## config.mk

```make
export PLATFORM = sky130hd
export DESIGN_NAME = mips_multicycle_control_flat
export DESIGN_NICKNAME = d
export VERILOG_FILES = /design/src/rtl/mips_ctrl_pkg.sv /design/src/rtl/mips_multicycle_control_if.sv /design/src/rtl/mips_alu_decoder.sv /design/src/rtl/mips_multicycle_control.sv /design/src/flat_wrapper.sv
export SDC_FILE = /design/constraint.sdc
export NUM_CORES = 1
export LEC_CHECK = 0
export CORE_MARGIN = 2
export CORE_UTILIZATION = 39
export CTS_BUF_LIST = sky130_fd_sc_hd__clkbuf_16
export DETAILED_ROUTE_END_ITERATION = 7
export PLACE_DENSITY = 0.75
export SYNTH_ARGS = -nofsm -noshare
export SYNTH_HDL_FRONTEND = slang
export SYNTH_SLANG_ARGS = --single-unit
```

## constraint.sdc

```tcl
create_clock -name clk -period 2.18 [get_ports clk]
set_clock_uncertainty 0.2 [all_clocks]
set_input_delay 0.327 -clock clk [delete_from_list [all_inputs] [get_ports clk]]
set_output_delay 0.327 -clock clk [all_outputs]
set_load 0.01 [all_outputs]
```

## src/rtl/mips_ctrl_pkg.sv

```systemverilog
// Shared definitions for the multicycle MIPS control unit: instruction
// field constants, ALU control encodings, datapath selector encodings,
// the FSM state enumeration and a helper classifying memory states.
package mips_ctrl_pkg;

  // Opcodes (IR[31:26])
  localparam logic [5:0] OP_RTYPE = 6'b000000;
  localparam logic [5:0] OP_ADDI  = 6'b001000;
  localparam logic [5:0] OP_LW    = 6'b100011;
  localparam logic [5:0] OP_SW    = 6'b101011;
  localparam logic [5:0] OP_BEQ   = 6'b000100;
  localparam logic [5:0] OP_J     = 6'b000010;

  // R-type funct codes (IR[5:0])
  localparam logic [5:0] FN_ADD = 6'b100000;
  localparam logic [5:0] FN_SUB = 6'b100010;
  localparam logic [5:0] FN_AND = 6'b100100;
  localparam logic [5:0] FN_OR  = 6'b100101;
  localparam logic [5:0] FN_SLT = 6'b101010;

  // 3-bit ALU control encodings
  localparam logic [2:0] ALU_AND = 3'b000;
  localparam logic [2:0] ALU_OR  = 3'b001;
  localparam logic [2:0] ALU_ADD = 3'b010;
  localparam logic [2:0] ALU_SUB = 3'b110;
  localparam logic [2:0] ALU_SLT = 3'b111;

  // alu_src_b selector
  localparam logic [1:0] SRCB_RT      = 2'b00;
  localparam logic [1:0] SRCB_FOUR    = 2'b01;
  localparam logic [1:0] SRCB_IMM     = 2'b10;
  localparam logic [1:0] SRCB_IMM_SH2 = 2'b11;

  // pc_src selector
  localparam logic [1:0] PCSRC_ALU    = 2'b00;
  localparam logic [1:0] PCSRC_ALUOUT = 2'b01;
  localparam logic [1:0] PCSRC_JUMP   = 2'b10;

  // Request to the ALU decoder: fixed ADD, fixed SUB, or decode funct
  typedef enum logic [1:0] {
    AOP_ADD   = 2'b00,
    AOP_SUB   = 2'b01,
    AOP_FUNCT = 2'b10
  } alu_op_e;

  typedef enum logic [3:0] {
    ST_FETCH  = 4'd0,
    ST_DECODE = 4'd1,
    ST_EXEC   = 4'd2,
    ST_ALUWB  = 4'd3,
    ST_ADDIEX = 4'd4,
    ST_ADDIWB = 4'd5,
    ST_MEMADR = 4'd6,
    ST_MEMRD  = 4'd7,
    ST_MEMWB  = 4'd8,
    ST_MEMWR  = 4'd9,
    ST_BRANCH = 4'd10,
    ST_JUMP   = 4'd11,
    ST_FAULT  = 4'd12
  } state_e;

  // States that hold a memory access open until mem_ready
  function automatic logic is_mem_state(state_e s);
    return (s == ST_FETCH) || (s == ST_MEMRD) || (s == ST_MEMWR);
  endfunction

endpackage

```

## src/rtl/mips_multicycle_control_if.sv

```systemverilog
// Control bus between the multicycle control unit and its datapath.
// Inputs to the controller: opcode/funct from the IR, mem_ready from memory.
// Outputs: memory request/strobes, IR/PC/regfile write enables, datapath
// mux selects, ALU control, the sticky fault flag and a state debug view.
// master = control unit, slave = datapath/memory side.
interface mips_multicycle_control_if #(
  parameter int ALUCTL_W = 3
);
  logic [5:0]          opcode;
  logic [5:0]          funct;
  logic                mem_ready;
  logic                mem_req;
  logic                iord;
  logic                mem_write;
  logic                ir_write;
  logic                pc_write;
  logic                pc_write_cond;
  logic [1:0]          pc_src;
  logic                alu_src_a;
  logic [1:0]          alu_src_b;
  logic [ALUCTL_W-1:0] alu_ctl;
  logic                reg_dst;
  logic                mem_to_reg;
  logic                reg_write;
  logic                fault;
  logic [3:0]          state_dbg;

  modport master (
    input  opcode, funct, mem_ready,
    output mem_req, iord, mem_write, ir_write, pc_write, pc_write_cond,
           pc_src, alu_src_a, alu_src_b, alu_ctl, reg_dst, mem_to_reg,
           reg_write, fault, state_dbg
  );

  modport slave (
    output opcode, funct, mem_ready,
    input  mem_req, iord, mem_write, ir_write, pc_write, pc_write_cond,
           pc_src, alu_src_a, alu_src_b, alu_ctl, reg_dst, mem_to_reg,
           reg_write, fault, state_dbg
  );
endinterface

```

## src/rtl/mips_alu_decoder.sv

```systemverilog
// Combinational ALU control decoder.
// Ports: alu_op (fixed ADD / fixed SUB / decode funct), funct (IR[5:0]),
// alu_ctl (3-bit ALU operation), funct_illegal (unsupported funct while
// alu_op asks for funct decoding).
module mips_alu_decoder
  import mips_ctrl_pkg::*;
(
  input  alu_op_e    alu_op,
  input  logic [5:0] funct,
  output logic [2:0] alu_ctl,
  output logic       funct_illegal
);

  always_comb begin
    alu_ctl       = ALU_ADD;
    funct_illegal = 1'b0;
    case (alu_op)
      AOP_SUB: alu_ctl = ALU_SUB;
      AOP_FUNCT: begin
        case (funct)
          FN_ADD:  alu_ctl = ALU_ADD;
          FN_SUB:  alu_ctl = ALU_SUB;
          FN_AND:  alu_ctl = ALU_AND;
          FN_OR:   alu_ctl = ALU_OR;
          FN_SLT:  alu_ctl = ALU_SLT;
          default: funct_illegal = 1'b1;
        endcase
      end
      default: alu_ctl = ALU_ADD;
    endcase
  end

endmodule

```

## src/rtl/mips_multicycle_control.sv

```systemverilog
// Multicycle MIPS control unit: sequences R-type, ADDI, LW, SW, BEQ and J
// through a Moore FSM, with a variable-latency memory handshake, a per-access
// wait-state timeout and an absorbing fault state for illegal encodings.
// Ports: clk, reset (async, active-high), ctrl (master side of the control
// bus: IR fields and mem_ready in, datapath/memory controls out).
// ALUCTL_W must match the interface parameter; CNT_W must hold MEM_TIMEOUT.
module mips_multicycle_control
  import mips_ctrl_pkg::*;
#(
  parameter int ALUCTL_W    = 3,
  parameter int MEM_TIMEOUT = 16,
  parameter int CNT_W       = 5
) (
  input  logic                       clk,
  input  logic                       reset,
  mips_multicycle_control_if.master  ctrl
);

  localparam logic [CNT_W-1:0] TIMEOUT_CNT = CNT_W'(MEM_TIMEOUT);

  state_e           state_q, state_d;
  logic [CNT_W-1:0] wait_q, wait_d;
  alu_op_e          alu_op;
  logic [2:0]       alu_ctl3;
  logic             funct_illegal;
  logic             mem_wait;
  logic             timeout_hit;

  mips_alu_decoder u_alu_dec (
    .alu_op        (alu_op),
    .funct         (ctrl.funct),
    .alu_ctl       (alu_ctl3),
    .funct_illegal (funct_illegal)
  );

  assign ctrl.alu_ctl   = ALUCTL_W'(alu_ctl3);
  assign ctrl.state_dbg = state_q;

  always_ff @(posedge clk or posedge reset) begin
    if (reset) begin
      state_q <= ST_FETCH;
      wait_q  <= '0;
    end else begin
      state_q <= state_d;
      wait_q  <= wait_d;
    end
  end

  // Non-memory states force the counter to zero, so every memory state is
  // entered with a fresh count. timeout_hit fires on the cycle whose
  // increment would reach MEM_TIMEOUT; mem_ready in that cycle still wins.
  always_comb begin
    mem_wait    = is_mem_state(state_q) && !ctrl.mem_ready;
    wait_d      = mem_wait ? (wait_q + CNT_W'(1)) : '0;
    timeout_hit = mem_wait && (MEM_TIMEOUT != 0) &&
                  ((wait_q + CNT_W'(1)) == TIMEOUT_CNT);
  end

  // Kept separate from the main FSM block so the decoder's funct_illegal
  // feedback does not form a combinational loop through one process.
  always_comb begin
    case (state_q)
      ST_EXEC:   alu_op = AOP_FUNCT;
      ST_BRANCH: alu_op = AOP_SUB;
      default:   alu_op = AOP_ADD;
    endcase
  end

  always_comb begin
    state_d            = state_q;
    ctrl.mem_req       = 1'b0;
    ctrl.iord          = 1'b0;
    ctrl.mem_write     = 1'b0;
    ctrl.ir_write      = 1'b0;
    ctrl.pc_write      = 1'b0;
    ctrl.pc_write_cond = 1'b0;
    ctrl.pc_src        = PCSRC_ALU;
    ctrl.alu_src_a     = 1'b0;
    ctrl.alu_src_b     = SRCB_RT;
    ctrl.reg_dst       = 1'b0;
    ctrl.mem_to_reg    = 1'b0;
    ctrl.reg_write     = 1'b0;
    ctrl.fault         = 1'b0;
    case (state_q)
      ST_FETCH: begin
        ctrl.mem_req   = 1'b1;
        ctrl.alu_src_b = SRCB_FOUR;
        if (ctrl.mem_ready) begin
          ctrl.ir_write = 1'b1;
          ctrl.pc_write = 1'b1;
          state_d       = ST_DECODE;
        end else if (timeout_hit) begin
          state_d = ST_FAULT;
        end
      end
      ST_DECODE: begin
        ctrl.alu_src_b = SRCB_IMM_SH2;
        case (ctrl.opcode)
          OP_RTYPE:     state_d = ST_EXEC;
          OP_ADDI:      state_d = ST_ADDIEX;
          OP_LW, OP_SW: state_d = ST_MEMADR;
          OP_BEQ:       state_d = ST_BRANCH;
          OP_J:         state_d = ST_JUMP;
          default:      state_d = ST_FAULT;
        endcase
      end
      ST_EXEC: begin
        ctrl.alu_src_a = 1'b1;
        ctrl.alu_src_b = SRCB_RT;
        state_d        = funct_illegal ? ST_FAULT : ST_ALUWB;
      end
      ST_ALUWB: begin
        ctrl.reg_dst   = 1'b1;
        ctrl.reg_write = 1'b1;
        state_d        = ST_FETCH;
      end
      ST_ADDIEX: begin
        ctrl.alu_src_a = 1'b1;
        ctrl.alu_src_b = SRCB_IMM;
        state_d        = ST_ADDIWB;
      end
      ST_ADDIWB: begin
        ctrl.reg_write = 1'b1;
        state_d        = ST_FETCH;
      end
      ST_MEMADR: begin
        ctrl.alu_src_a = 1'b1;
        ctrl.alu_src_b = SRCB_IMM;
        state_d        = (ctrl.opcode == OP_SW) ? ST_MEMWR : ST_MEMRD;
      end
      ST_MEMRD: begin
        ctrl.mem_req = 1'b1;
        ctrl.iord    = 1'b1;
        if (ctrl.mem_ready)   state_d = ST_MEMWB;
        else if (timeout_hit) state_d = ST_FAULT;
      end
      ST_MEMWB: begin
        ctrl.mem_to_reg = 1'b1;
        ctrl.reg_write  = 1'b1;
        state_d         = ST_FETCH;
      end
      ST_MEMWR: begin
        ctrl.mem_req   = 1'b1;
        ctrl.iord      = 1'b1;
        ctrl.mem_write = 1'b1;
        if (ctrl.mem_ready)   state_d = ST_FETCH;
        else if (timeout_hit) state_d = ST_FAULT;
      end
      ST_BRANCH: begin
        ctrl.alu_src_a     = 1'b1;
        ctrl.alu_src_b     = SRCB_RT;
        ctrl.pc_src        = PCSRC_ALUOUT;
        ctrl.pc_write_cond = 1'b1;
        state_d            = ST_FETCH;
      end
      ST_JUMP: begin
        ctrl.pc_src   = PCSRC_JUMP;
        ctrl.pc_write = 1'b1;
        state_d       = ST_FETCH;
      end
      ST_FAULT: begin
        ctrl.fault = 1'b1;
        state_d    = ST_FAULT;
      end
      default: state_d = ST_FAULT;
    endcase
  end

endmodule

```

## src/flat_wrapper.sv

```systemverilog
// flat-port wrapper written by rule: the top's interface ports become plain ports
module mips_multicycle_control_flat import mips_ctrl_pkg::*;
#(
  parameter int ALUCTL_W    = 3,
  parameter int MEM_TIMEOUT = 16,
  parameter int CNT_W       = 5
)
  (clk, reset, ctrl_opcode, ctrl_funct, ctrl_mem_ready, ctrl_mem_req, ctrl_iord, ctrl_mem_write, ctrl_ir_write, ctrl_pc_write, ctrl_pc_write_cond, ctrl_pc_src, ctrl_alu_src_a, ctrl_alu_src_b, ctrl_alu_ctl, ctrl_reg_dst, ctrl_mem_to_reg, ctrl_reg_write, ctrl_fault, ctrl_state_dbg);
  mips_multicycle_control_if #(.ALUCTL_W(ALUCTL_W)) ctrl_i ();
  input  logic clk;
  input  logic reset;
  input wire logic [$bits(ctrl_i.opcode)-1:0] ctrl_opcode;
  input wire logic [$bits(ctrl_i.funct)-1:0] ctrl_funct;
  input wire logic [$bits(ctrl_i.mem_ready)-1:0] ctrl_mem_ready;
  output wire logic [$bits(ctrl_i.mem_req)-1:0] ctrl_mem_req;
  output wire logic [$bits(ctrl_i.iord)-1:0] ctrl_iord;
  output wire logic [$bits(ctrl_i.mem_write)-1:0] ctrl_mem_write;
  output wire logic [$bits(ctrl_i.ir_write)-1:0] ctrl_ir_write;
  output wire logic [$bits(ctrl_i.pc_write)-1:0] ctrl_pc_write;
  output wire logic [$bits(ctrl_i.pc_write_cond)-1:0] ctrl_pc_write_cond;
  output wire logic [$bits(ctrl_i.pc_src)-1:0] ctrl_pc_src;
  output wire logic [$bits(ctrl_i.alu_src_a)-1:0] ctrl_alu_src_a;
  output wire logic [$bits(ctrl_i.alu_src_b)-1:0] ctrl_alu_src_b;
  output wire logic [$bits(ctrl_i.alu_ctl)-1:0] ctrl_alu_ctl;
  output wire logic [$bits(ctrl_i.reg_dst)-1:0] ctrl_reg_dst;
  output wire logic [$bits(ctrl_i.mem_to_reg)-1:0] ctrl_mem_to_reg;
  output wire logic [$bits(ctrl_i.reg_write)-1:0] ctrl_reg_write;
  output wire logic [$bits(ctrl_i.fault)-1:0] ctrl_fault;
  output wire logic [$bits(ctrl_i.state_dbg)-1:0] ctrl_state_dbg;
  assign ctrl_i.opcode = ctrl_opcode;
  assign ctrl_i.funct = ctrl_funct;
  assign ctrl_i.mem_ready = ctrl_mem_ready;
  assign ctrl_mem_req = ctrl_i.mem_req;
  assign ctrl_iord = ctrl_i.iord;
  assign ctrl_mem_write = ctrl_i.mem_write;
  assign ctrl_ir_write = ctrl_i.ir_write;
  assign ctrl_pc_write = ctrl_i.pc_write;
  assign ctrl_pc_write_cond = ctrl_i.pc_write_cond;
  assign ctrl_pc_src = ctrl_i.pc_src;
  assign ctrl_alu_src_a = ctrl_i.alu_src_a;
  assign ctrl_alu_src_b = ctrl_i.alu_src_b;
  assign ctrl_alu_ctl = ctrl_i.alu_ctl;
  assign ctrl_reg_dst = ctrl_i.reg_dst;
  assign ctrl_mem_to_reg = ctrl_i.mem_to_reg;
  assign ctrl_reg_write = ctrl_i.reg_write;
  assign ctrl_fault = ctrl_i.fault;
  assign ctrl_state_dbg = ctrl_i.state_dbg;
  mips_multicycle_control #(.ALUCTL_W(ALUCTL_W), .MEM_TIMEOUT(MEM_TIMEOUT), .CNT_W(CNT_W)) u_core (.clk(clk), .reset(reset), .ctrl(ctrl_i));
endmodule
```

==> report_table.html <==
<table>
<tr><th>Metric</th><th>Value</th></tr>
<tr><th colspan="2">Synthesis</th></tr>
<tr><td>Total of warnings raised by yosys</td><td>0</td></tr>
<tr><td>Number of synthesized flops with an enable pin</td><td>0</td></tr>
<tr><td>Cell variety after synth</td><td>40</td></tr>
<tr><td>Synth Area per Inst</td><td>around 7.6 um2</td></tr>
<tr><td>Post-synth top area share</td><td>a little under a quarter</td></tr>
<tr><td>Net count of the mapped netlist</td><td>roughly 150</td></tr>
<tr><td>Post-synthesis async set-or-reset flop share</td><td>100%</td></tr>
<tr><td>Number of flip-flops and latches in the synthesized netlist</td><td>9</td></tr>
<tr><td>Sequential fraction of the synthesis area</td><td>between 20% and 30%</td></tr>
<tr><td>Most common cell in the netlist</td><td>nor2_1</td></tr>
<tr><td>Cell area after technology mapping</td><td>978 um2</td></tr>
<tr><td>Synthesized netlist cell count</td><td>between 100 and 150</td></tr>
<tr><td>Top FF cell, synth</td><td>dfrtp_1</td></tr>
<tr><td>List of most frequent post-synthesis cells</td><td>nor2_1 (18), dfrtp_1 (9), inv_1 (9), nand2_1 (9), nand2b_1 (7)</td></tr>
<tr><td>Most area-hungry cell type in the Yosys netlist</td><td>dfrtp_1</td></tr>
<tr><td>Top cells by area, synth</td><td>dfrtp_1 (23%), nor2_1 (6.9%), ha_1 (6.4%)</td></tr>
<tr><th colspan="2">Clock tree</th></tr>
<tr><td>Number of hold-repair buffers added at the cts stage</td><td>0</td></tr>
<tr><td>Root cell of the clock tree</td><td>clkbuf_16</td></tr>
<tr><td>Maximum level of the CTS H-tree</td><td>1</td></tr>
<tr><td>Clock latency at the later pin of the worst-skew pair</td><td>around 240 ps</td></tr>
<tr><td>TritonCTS clock tree</td><td>built</td></tr>
<tr><td>Clock transition at the registers of the reported paths</td><td>approximately 40 ps</td></tr>
<tr><td>Number of buffers created by CTS</td><td>3</td></tr>
<tr><td>Clock Sink Count</td><td>9</td></tr>
<tr><td>Clock Tree Buf Depth</td><td>2</td></tr>
<tr><th colspan="2">Timing</th></tr>
<tr><td>Final hold slack</td><td>approximately 150 ps</td></tr>
<tr><td>Crit share post-route</td><td>111%</td></tr>
<tr><td>Shortest clock period the worst path allows after layout</td><td>~2400 ps</td></tr>
<tr><td>Worst-Margin Slew</td><td>386 ps</td></tr>
<tr><td>Max-slew headroom</td><td>between 70% and 80%</td></tr>
<tr><td>Setup repair after global routing missed its margin</td><td>yes</td></tr>
<tr><td>Final setup slack of the worst path</td><td>-248 ps</td></tr>
<tr><td>Achievable Freq</td><td>between 0.4 and 0.5 GHz</td></tr>
<tr><td>Final-report setup violation count</td><td>3</td></tr>
<tr><td>Number of hold violations in the final report</td><td>0</td></tr>
<tr><td>Max-slew violation count</td><td>0</td></tr>
<tr><th colspan="2">Final layout</th></tr>
<tr><td>Net count, final</td><td>roughly 210</td></tr>
<tr><td>Fraction of final layout cells with drive strength greater than 1</td><td>between 30% and 40%</td></tr>
<tr><td>Antenna diode count</td><td>0</td></tr>
<tr><td>Layout-stage area growth over the synthesis result</td><td>81.5%</td></tr>
<tr><td># fillers</td><td>about 200</td></tr>
<tr><th colspan="2">Placement</th></tr>
<tr><td>IO buf count</td><td>36</td></tr>
<tr><td>Minimum setup slack after placement</td><td>-376 ps</td></tr>
<tr><td>RePlAce Congestion</td><td>~0.83</td></tr>
<tr><td>Detail Placement HPWL</td><td>between 2000 and 2500 um</td></tr>
<tr><th colspan="2">Setup path</th></tr>
<tr><td>Crit-path slowest cell</td><td>dfrtp_2</td></tr>
<tr><td>Chain of cells forming the critical path</td><td>or2_4, nor2_4, inv_2, ha_4, or3b_4, buf_6</td></tr>
<tr><td>Worst endpoint required time</td><td>around 1700 ps</td></tr>
<tr><td>CP Capture Type</td><td>output port</td></tr>
<tr><td>Largest stage delay, worst path</td><td>roughly 430 ps</td></tr>
<tr><td>WP data arrival</td><td>around 1900 ps</td></tr>
<tr><td>Type of origin of the critical path</td><td>register</td></tr>
<tr><td>Worst Path Max Fanout</td><td>3</td></tr>
<tr><td>Crit Path Class</td><td>reg2out</td></tr>
<tr><th colspan="2">Floorplanning</th></tr>
<tr><td>Die ar.</td><td>2930 um2</td></tr>
<tr><td>Initial core utilization</td><td>40.2%</td></tr>
<tr><td>Die width</td><td>between 50 and 60 um</td></tr>
<tr><td>Vertical extent of the die</td><td>roughly 54 um</td></tr>
<tr><td>I/O pin total</td><td>37</td></tr>
<tr><td>Area of the core</td><td>between 2000 and 2500 um2</td></tr>
<tr><td>Placement row count</td><td>18</td></tr>
<tr><th colspan="2">Power and ir drop</th></tr>
<tr><td>Share of power burned in registers</td><td>around 14%</td></tr>
<tr><td>Proportion of total power due to net switching</td><td>around two fifths</td></tr>
<tr><td>Power per cell area</td><td>between 1000 and 1500 nW/um2</td></tr>
<tr><td>Share of power burned in the clock network</td><td>between 15 and 20%</td></tr>
<tr><td>IR drop worst, VDD</td><td>920 uV</td></tr>
<tr><td>Combinational share of power</td><td>a little over two thirds</td></tr>
<tr><td>NetSw</td><td>between 0.8 and 0.9 mW</td></tr>
<tr><td>Internal</td><td>1.18 mW</td></tr>
<tr><td>Leakage power</td><td>~0.85 nW</td></tr>
<tr><th colspan="2">Global routing</th></tr>
<tr><td>First-pass GRT wire length</td><td>about 5200 um</td></tr>
<tr><td>Vias in the first global route</td><td>about 1200</td></tr>
<tr><td>Largest net degree at the start of global routing</td><td>18</td></tr>
<tr><td>Final global-route overflow total</td><td>0</td></tr>
<tr><td>Initial antenna violation count</td><td>0</td></tr>
<tr><td>Overall routing resource usage</td><td>between 20% and 30%</td></tr>
<tr><th colspan="2">Job</th></tr>
<tr><td>Maximum Capacitance Violations</td><td>0</td></tr>
<tr><th colspan="2">Detailed routing</th></tr>
<tr><td>Total via count after detailed routing</td><td>around 1300</td></tr>
<tr><td>Detail-routed via count per cell</td><td>~5.7</td></tr>
<tr><td>DRC marker count from the first detailed-route iteration</td><td>35</td></tr>
<tr><td>Wire length per cell after detailed routing</td><td>about 16 um</td></tr>
<tr><td>Detailed-routing iteration count for the pre-antenna-repair pass</td><td>4</td></tr>
<tr><td>Count of antenna-violating nets left after detailed routing</td><td>0</td></tr>
<tr><td>Routed wire length</td><td>around 3500 um</td></tr>
<tr><td>Detailed-route DRC error count</td><td>0</td></tr>
<tr><th colspan="2">Run status</th></tr>
<tr><td>Violations in the final reports</td><td>setup timing</td></tr>
<tr><td>Run status</td><td>finished with violations</td></tr>
<tr><th colspan="2">Hold path</th></tr>
<tr><td>Worst hold-check path type</td><td>in2async</td></tr>
</table>
==> worst paths after layout <==
kind                       slack, ps                        to                      from  cells past startpoint
max                             -250           ctrl_alu_ctl[1]  u_core.ctrl.state_dbg[3]                      6
min                              150          u_core.wait_q[1]                     reset                      2
max reg2reg                       80  u_core.ctrl.state_dbg[2]  u_core.ctrl.state_dbg[1]                      6
min reg2reg                      370          u_core.wait_q[0]          u_core.wait_q[0]                      1
max in group asynchronous       1350  u_core.ctrl.state_dbg[3]                     reset                      2
min in group clk                 370          u_core.wait_q[0]          u_core.wait_q[0]                      1
==> kinds of logic after synthesis <==
| family | share of synthesized area, % |
|---|---|
| xor+xnor | 3.58 |
| buf+inv | 6.27 |
| mux | 2.05 |
| compound gates | 23.4 |
| simple gates | 35.3 |
| fa+ha+maj | 6.39 |
| flops | 23.0 |
==> cells in the final DEF (no fill, tap or decap), types with 3 or more instances in the layout <==
cell type	synthesis	layout
and3_1	4	4
clkdlybuf4s50_1	0	18
dlygate4sd2_1	0	11
nand3_1	5	4
buf_6	0	6
clkbuf_16	0	3
nor3_1	4	3
dfrtp_1	9	8
nand2_1	9	9
o2111ai_1	5	4
buf_4	1	26
o21ai_0	5	5
nand2b_1	7	5
nor2_1	18	16
inv_1	9	7
a21oi_1	3	3
nor2b_1	5	5
xor2_1	3	3
==> stage by stage <==
step	utilization (%)	total power, mW	std cells	area, um2	TNS (ps)
6_report	73.0	2.00	223	1780	-456
5_1_grt	73.0	2.12	223	1780	-702
4_1_cts	69.3	1.86	221	1690	-446
3_5_place_dp	63.8	1.49	213	1550	-1130
3_3_place_gp	63.8	1.47	213	1550	-1040
2_1_floorplan	-	0.885	129	1010	0
==> worst max-delay path: cells and delay by family, from the launching register on <==
family,cells,cell delay (ps)
buffers and inverters,2,200
adder cells (fa/ha/maj),1,260
AND/OR/NAND/NOR,3,780
flip-flops,1,430
==> timing repair <==
| item | 4_1_cts | 5_1_grt |
|---|---|---|
| gates cloned | 0 | 0 |
| gates resized for setup | 34 | 22 |
| pin swaps | 0 | 5 |
| endpoints found under the setup margin | 18 | 11 |
| buffers inserted | 4 | 2 |
==> metal layers <==
| layer | part of all wire, % | track usage (%) | up-vias |
|---|---|---|---|
| met3 | 4.6 | 1.94 | 7 |
| met1 | 41 | 30.1 | 621 |
| li1 | - | - | 593 |
| met4 | 1.9 | 11.3 | 0 |
| met2 | 52 | 44.3 | 54 |
| met5 | 0 | 0 | - |
==> layout make-up <==
class	count	area (um2)	area share, %
sequential	9	226	12.8
clock inverter	1	5.00	0.282
inverter	9	33.8	1.90
clock buffer	3	75.1	4.23
multi-input combinational	105	818	46.1
timing repair buffer	66	579	32.6
tap	30	37.5	2.11
==> power groups by stage <==
| stage | Combinational (mW) | Sequential (mW) | Clock, mW |
|---|---|---|---|
| after floorplan | 0.588 | 0.297 | 0 |
| after global placement | 1.22 | 0.257 | 0 |
| after detailed placement | 1.23 | 0.264 | 0 |
| after CTS | 1.26 | 0.264 | 0.340 |
| after global routing | 1.49 | 0.279 | 0.348 |
| final | 1.39 | 0.274 | 0.333 |
==> registers in the layout (all words and copies together) (netlist names) <==
signal                 flops
u_core.ctrl.state_dbg      4
u_core.wait_q              5
Power figures use the tool's default switching activity.
